$ cat config.mk
export PLATFORM = sky130hd
export DESIGN_NAME = battleship_game_ctrl
export DESIGN_NICKNAME = d
export VERILOG_FILES = /design/src/rtl/battleship_pkg.sv /design/src/rtl/battleship_game_ctrl_grid_cursor.sv /design/src/rtl/battleship_game_ctrl.sv
export SDC_FILE = /design/constraint.sdc
export NUM_CORES = 1
export LEC_CHECK = 0
export ABC_AREA = 1
export CAP_MARGIN = 30
export CELL_PAD_IN_SITES_DETAIL_PLACEMENT = 0
export CELL_PAD_IN_SITES_GLOBAL_PLACEMENT = 1
export CORE_MARGIN = 2
export CORE_UTILIZATION = 35
export CTS_BUF_LIST = sky130_fd_sc_hd__clkbuf_4
export DETAILED_ROUTE_END_ITERATION = 10
export GPL_TIMING_DRIVEN = 0
export PLACE_DENSITY = 0.73
export SLEW_MARGIN = 20
export SYNTH_ARGS = -nofsm -noshare
export SYNTH_HDL_FRONTEND = slang
export SYNTH_SLANG_ARGS = --single-unit
$ cat constraint.sdc
create_clock -name clk -period 2 [get_ports clk]
set_input_delay 0.4 -clock clk [delete_from_list [all_inputs] [get_ports clk]]
set_output_delay 0.4 -clock clk [all_outputs]
set_load 0.02 [all_outputs]
$ cat src/rtl/battleship_pkg.sv
// Shared definitions for the battleship game controller: board size, ship count,
// coordinate width, FSM state encodings and cursor wrap helpers.
package battleship_pkg;

  localparam int GRID      = 5;
  localparam int NUM_SHIPS = 3;
  localparam int COORD_W   = 3;

  typedef logic [2:0] state_t;

  localparam state_t ST_IDLE         = 3'd0;
  localparam state_t ST_PLACE        = 3'd1;
  localparam state_t ST_ATTACK       = 3'd2;
  localparam state_t ST_CHECK_PC     = 3'd3;
  localparam state_t ST_PC_ATTACK    = 3'd4;
  localparam state_t ST_CHECK_PLAYER = 3'd5;
  localparam state_t ST_DEAD_PC      = 3'd6;
  localparam state_t ST_DEAD_PLAYER  = 3'd7;

  function automatic logic [COORD_W-1:0] wrap_inc(input logic [COORD_W-1:0] v, input int grid);
    return (v == COORD_W'(grid - 1)) ? '0 : v + 1'b1;
  endfunction

  function automatic logic [COORD_W-1:0] wrap_dec(input logic [COORD_W-1:0] v, input int grid);
    return (v == '0) ? COORD_W'(grid - 1) : v - 1'b1;
  endfunction

endpackage

$ cat src/rtl/battleship_game_ctrl_grid_cursor.sv
// One (x,y) board cursor with modulo-GRID wrap; a single move per cycle,
// priority up > down > left > right.
module grid_cursor #(
  parameter int GRID_N = battleship_pkg::GRID
) (
  input  logic                               clk,
  input  logic                               rst_n,
  input  logic                               clr,
  input  logic                               en,
  input  logic                               up,
  input  logic                               down,
  input  logic                               left,
  input  logic                               right,
  output logic [battleship_pkg::COORD_W-1:0] x,
  output logic [battleship_pkg::COORD_W-1:0] y
);
  import battleship_pkg::*;

  always_ff @(posedge clk or negedge rst_n) begin
    if (!rst_n) begin
      x <= '0;
      y <= '0;
    end else if (clr) begin
      x <= '0;
      y <= '0;
    end else if (en) begin
      if (up)         y <= wrap_dec(y, GRID_N);
      else if (down)  y <= wrap_inc(y, GRID_N);
      else if (left)  x <= wrap_dec(x, GRID_N);
      else if (right) x <= wrap_inc(x, GRID_N);
    end
  end

endmodule

$ cat src/rtl/battleship_game_ctrl.sv
// Battleship game sequencer: ship placement, timed player attack turns, PC turns
// and life checks, driving phase flags and board write strobes.
module battleship_game_ctrl #(
  parameter int GRID         = battleship_pkg::GRID,
  parameter int NUM_SHIPS    = battleship_pkg::NUM_SHIPS,
  parameter int TURN_TIMEOUT = 30_000_000
) (
  input  logic                               clk,
  input  logic                               rst_n,
  input  logic                               start,
  input  logic                               btn_up,
  input  logic                               btn_down,
  input  logic                               btn_left,
  input  logic                               btn_right,
  input  logic                               btn_sel,
  input  logic                               place_ok,
  input  logic                               attack_ok,
  input  logic                               pc_attack_done,
  input  logic [3:0]                         pc_cells_left,
  input  logic [3:0]                         player_cells_left,
  output logic                               en_put_barcos,
  output logic                               en_attack,
  output logic                               en_pc_attack,
  output logic                               en_check_pc_life,
  output logic                               en_check_player_life,
  output logic                               dead_pc,
  output logic                               dead_player,
  output logic [battleship_pkg::COORD_W-1:0] posicion_x_move,
  output logic [battleship_pkg::COORD_W-1:0] posicion_y_move,
  output logic [battleship_pkg::COORD_W-1:0] posicion_x_attack,
  output logic [battleship_pkg::COORD_W-1:0] posicion_y_attack,
  output logic                               commit_place,
  output logic                               commit_attack,
  output logic [2:0]                         ships_placed
);
  import battleship_pkg::*;

  localparam int TW = $clog2(TURN_TIMEOUT + 1);

  state_t        state_reg, state_next;
  logic [2:0]    ships_reg, ships_next;
  logic [TW-1:0] timer_reg, timer_next;
  logic          place_fire, attack_fire, clr_cursors;

  always_comb begin
    state_next  = state_reg;
    ships_next  = ships_reg;
    timer_next  = timer_reg;
    place_fire  = 1'b0;
    attack_fire = 1'b0;
    clr_cursors = 1'b0;
    case (state_reg)
      ST_IDLE, ST_DEAD_PC, ST_DEAD_PLAYER: begin
        if (start) begin
          state_next  = ST_PLACE;
          ships_next  = '0;
          timer_next  = '0;
          clr_cursors = 1'b1;
        end
      end
      ST_PLACE: begin
        if (btn_sel && place_ok) begin
          place_fire = 1'b1;
          ships_next = ships_reg + 3'd1;
          if (ships_reg == 3'(NUM_SHIPS - 1)) begin
            state_next = ST_ATTACK;
            timer_next = '0;
          end
        end
      end
      ST_ATTACK: begin
        timer_next = timer_reg + 1'b1;
        if (btn_sel && attack_ok) begin
          attack_fire = 1'b1;
          state_next  = ST_CHECK_PC;
        end else if (timer_reg == TW'(TURN_TIMEOUT - 1)) begin
          // Turn forfeited: the PC still gets its move.
          state_next = ST_CHECK_PC;
        end
      end
      ST_CHECK_PC:  state_next = (pc_cells_left == 4'd0) ? ST_DEAD_PC : ST_PC_ATTACK;
      ST_PC_ATTACK: if (pc_attack_done) state_next = ST_CHECK_PLAYER;
      ST_CHECK_PLAYER: begin
        if (player_cells_left == 4'd0) begin
          state_next = ST_DEAD_PLAYER;
        end else begin
          state_next = ST_ATTACK;
          timer_next = '0;
        end
      end
      default: state_next = ST_IDLE;
    endcase
  end

  // Flags are decoded from the next state so they are registered yet track the state register.
  always_ff @(posedge clk or negedge rst_n) begin
    if (!rst_n) begin
      state_reg            <= ST_IDLE;
      ships_reg            <= '0;
      timer_reg            <= '0;
      commit_place         <= 1'b0;
      commit_attack        <= 1'b0;
      en_put_barcos        <= 1'b0;
      en_attack            <= 1'b0;
      en_check_pc_life     <= 1'b0;
      en_pc_attack         <= 1'b0;
      en_check_player_life <= 1'b0;
      dead_pc              <= 1'b0;
      dead_player          <= 1'b0;
    end else begin
      state_reg            <= state_next;
      ships_reg            <= ships_next;
      timer_reg            <= timer_next;
      commit_place         <= place_fire;
      commit_attack        <= attack_fire;
      en_put_barcos        <= (state_next == ST_PLACE);
      en_attack            <= (state_next == ST_ATTACK);
      en_check_pc_life     <= (state_next == ST_CHECK_PC);
      en_pc_attack         <= (state_next == ST_PC_ATTACK);
      en_check_player_life <= (state_next == ST_CHECK_PLAYER);
      dead_pc              <= (state_next == ST_DEAD_PC);
      dead_player          <= (state_next == ST_DEAD_PLAYER);
    end
  end

  assign ships_placed = ships_reg;

  // A select pulse outranks every move button, so it disables the cursors.
  grid_cursor #(.GRID_N(GRID)) u_move_cursor (
    .clk   (clk),
    .rst_n (rst_n),
    .clr   (clr_cursors),
    .en    ((state_reg == ST_PLACE) && !btn_sel),
    .up    (btn_up),
    .down  (btn_down),
    .left  (btn_left),
    .right (btn_right),
    .x     (posicion_x_move),
    .y     (posicion_y_move)
  );

  grid_cursor #(.GRID_N(GRID)) u_attack_cursor (
    .clk   (clk),
    .rst_n (rst_n),
    .clr   (clr_cursors),
    .en    ((state_reg == ST_ATTACK) && !btn_sel),
    .up    (btn_up),
    .down  (btn_down),
    .left  (btn_left),
    .right (btn_right),
    .x     (posicion_x_attack),
    .y     (posicion_y_attack)
  );

endmodule

==> key figures <==
Clock tree
  • CTS Buf Count: 5
  • CTS Buffer Depth: 2
  • Hold-fix buffers, CTS: 0
  • Reg clk slew, reported paths: approximately 0.16 ns
  • H-tree levels: 2
  • Clock Root Buffer: clkbuf_4
  • Setup Buffers After CTS: 0
  • Clk Latency, worst-skew pair: approximately 0.38 ns
  • CTS sink cnt: 52
  • CTS tree: done
  • Post-CTS resize count: 1

Timing
  • Setup TNS: 0 ns
  • RSZ-0062 raised after global routing: no
  • Fmax: 533 MHz
  • Worst slew margin: 55.4%
  • Final setup fails: 0
  • Period utilization: between 90% and 100%
  • Worst-Margin Slew: approximately 0.67 ns
  • Slew Viols, Final: 0
  • Setup Skew: 0.0231 ns
  • Final Hold Viols: 0
  • PnR worst setup slack: ~0.12 ns
  • Tmin final: between 1.5 and 2 ns

Setup path
  • Critical Path Stages: 1
  • Last element of the critical path: posicion_y_attack[2]
  • R2R cell count: 10
  • Critical path arrival: approximately 1.5 ns
  • CP cell instances: clkdlybuf4s50_1
  • Startpoint type of the worst setup path: flip-flop
  • Critical R2R Capture: timer_reg[5]$_DFFE_PN0P_
  • Cell family with most CP delay: buffers and inverters
  • Critical path buffer and inverter count: 1
  • Crit path from: u_attack_cursor.y[2]$_DFFE_PN0P_
  • Reg2Reg Launch Point: state_reg[2]$_DFF_PN0_
  • Worst Setup End Kind: output pin
  • CP Max Fanout: 6
  • Cell with the largest stage delay on the worst path: clkdlybuf4s50_1
  • FF-to-FF setup slack: ~0.24 ns
  • CP required: between 1.5 and 2 ns
  • CP max stage delay: 0.64 ns
  • Critical path class: reg2out

Finish
  • # fillers: between 900 and 1k
  • Most frequent cells in the layout: nand2_1, inv_1, nor2_1
  • Largest register FFs: 25
  • Nets: 546
  • Layout cells sized above 1: between 4 and 5%
  • ANT cells: 0
  • Most common cell after layout, fill and taps aside: nand2_1
  • Fin util: a little over two fifths
  • Finished layout cell area: ~0.0040 mm2
  • Area Growth Syn to Fin: 19.2%

Route
  • Routed via count: between 3k and 4k
  • Routed Antenna Nets: 0
  • First-pass DRT Iterations: 4
  • DR WL/cell: between 10 and 15 um
  • DR iter-0 viols: between 100 and 150
  • DRC Markers: 0
  • Wirelength, routed: a little over 8000 um
  • Vias/cell: about 4.9

Synth
  • Synthesized instance count: 460
  • Syn Nets: approximately 500
  • Yosys reg bits: 52
  • Post-synthesis instance area: between 0.003 and 0.004 mm2
  • Number of synthesis warnings: 0
  • Cell variety after synth: 32
  • Synth top area share: 39.2%
  • Mean Syn Cell Area: 7.21 um2
  • Cell taking the most area after synthesis: dfrtp_1
  • Register area share after synthesis: roughly 39%
  • Area contributors post-synth: dfrtp_1, nand2_1, inv_1

Global routing
  • Met2 global-route usage: 28.4%
  • Largest net degree at the start of global routing: 53
  • Vias in the first global route: 2,923
  • GRT busiest layer: met2
  • GRT Total Usage: roughly 17%
  • GR Util met3: between 2 and 2.5%
  • Initial antenna violation count: 0
  • GR Overflow Total: 0
  • First-pass GRT wire length: 14,100 um
  • GR Util met1: about a quarter

Floorplan
  • Row count: 35
  • Die Y: around 100 um
  • DIE AREA: around 0.01 mm2
  • Core box area: ~0.0092 mm2
  • # IOs: 43
  • Starting Density: 36.1%
  • DIE WIDTH: roughly 100 um

Placed design
  • GP Congestion: roughly 0.84
  • DP Worst Slack: -0.0672 ns
  • DP HPWL: around 6500 um
  • PortBufs: a little over 40
  • Placement Cell Area: slightly below 0.004 mm2

Run
  • Max-cap check violation count: 0

Worst hold path
  • HP Class: in2async

Run status
  • Outcome: complete, no violations

Power and ir drop
  • P per Cell Area: about 1000 mW/mm2
  • Peak VDD IR: 0.531 mV
  • Leakage: about 1.8 nW
## how the worst min path moves through the flow
stage	startpoint	endpoint	slack (ns)	depth (start not counted)
2_1_floorplan	rst_n	commit_attack$_DFF_PN0_	0.10	0
3_3_place_gp	timer_reg[23]$_DFFE_PN0P_	timer_reg[23]$_DFFE_PN0P_	0.52	2
3_5_place_dp	rst_n	u_attack_cursor.x[2]$_DFFE_PN0P_	0.49	1
4_1_cts	rst_n	u_attack_cursor.x[2]$_DFFE_PN0P_	0.04	1
5_1_grt	rst_n	u_attack_cursor.x[2]$_DFFE_PN0P_	0.05	1
6_report	rst_n	u_attack_cursor.x[2]$_DFFE_PN0P_	0.02	1
## layer usage
metal  up-vias  part of all wire, %
met4         0                  1.3
met1      1428                   50
met3         7                  2.8
li1       1576                    -
met5         -                    0
met2        45                   46
## synthesized netlist by cell type
cell type	n
nand2_1	118
inv_1	64
nor2_1	56
dfrtp_1	52
nand3_1	43
o21ai_0	28
ha_1	19
o21ai_1	10
xor2_1	9
nand4_1	8
a21oi_1	6
nand3b_1	6
nor3_1	6
o22ai_1	6
buf_2	3
clkbuf_1	3
o2111ai_1	3
xnor2_1	3
nor2_2	2
o211ai_1	2
o21ai_2	2
a21o_1	1
a22oi_1	1
a31oi_1	1
buf_4	1
inv_2	1
nand2_2	1
nand4_2	1
nor2_4	1
nor4_1	1
o31ai_1	1
or2_1	1
## report_power, final
part | leakage (nW) | switching [mW] | internal, mW
clock network | 0.0412 | 0.348 | 0.261
logic | 1.10 | 1.27 | 0.769
registers | 0.702 | 0.176 | 1.25
## stage by stage
stage | power [mW] | cells | hold slack (ns)
finish | 4.07 | 620 | 0.0187
global route | 4.46 | 620 | 0.0535
CTS | 4.14 | 620 | 0.0404
detailed placement | 3.51 | 612 | 0.489
global placement | 3.48 | 612 | 0.519
floorplan | 2.74 | 460 | 0.104
## cell type report
class | instances | area, um2 | area share, %
Clock buffer | 5 | 37.5 | 0.950
Clock inverter | 3 | 42.5 | 1.08
Sequential cell | 52 | 1300 | 33.0
Multi-Input combinational cell | 336 | 1740 | 44.1
Inverter | 65 | 244 | 6.17
Timing Repair Buffer | 41 | 408 | 10.3
Buffer | 7 | 33.8 | 0.855
Tap cell | 111 | 139 | 3.51
## cell families (layout without fill, tap and decap cells)
| family | count (synthesis) | count (layout) | share of synthesized area, % |
|---|---|---|---|
| flip-flops | 52 | 52 | 39.2 |
| XOR/XNOR | 12 | 12 | 3.17 |
| AO/OA/AOI/OAI | 61 | 61 | 10.4 |
| adder cells (fa/ha/maj) | 19 | 19 | 7.17 |
| buffers and inverters | 72 | 121 | 8.38 |
| AND/OR/NAND/NOR | 244 | 244 | 31.6 |
Power figures use the tool's default switching activity.
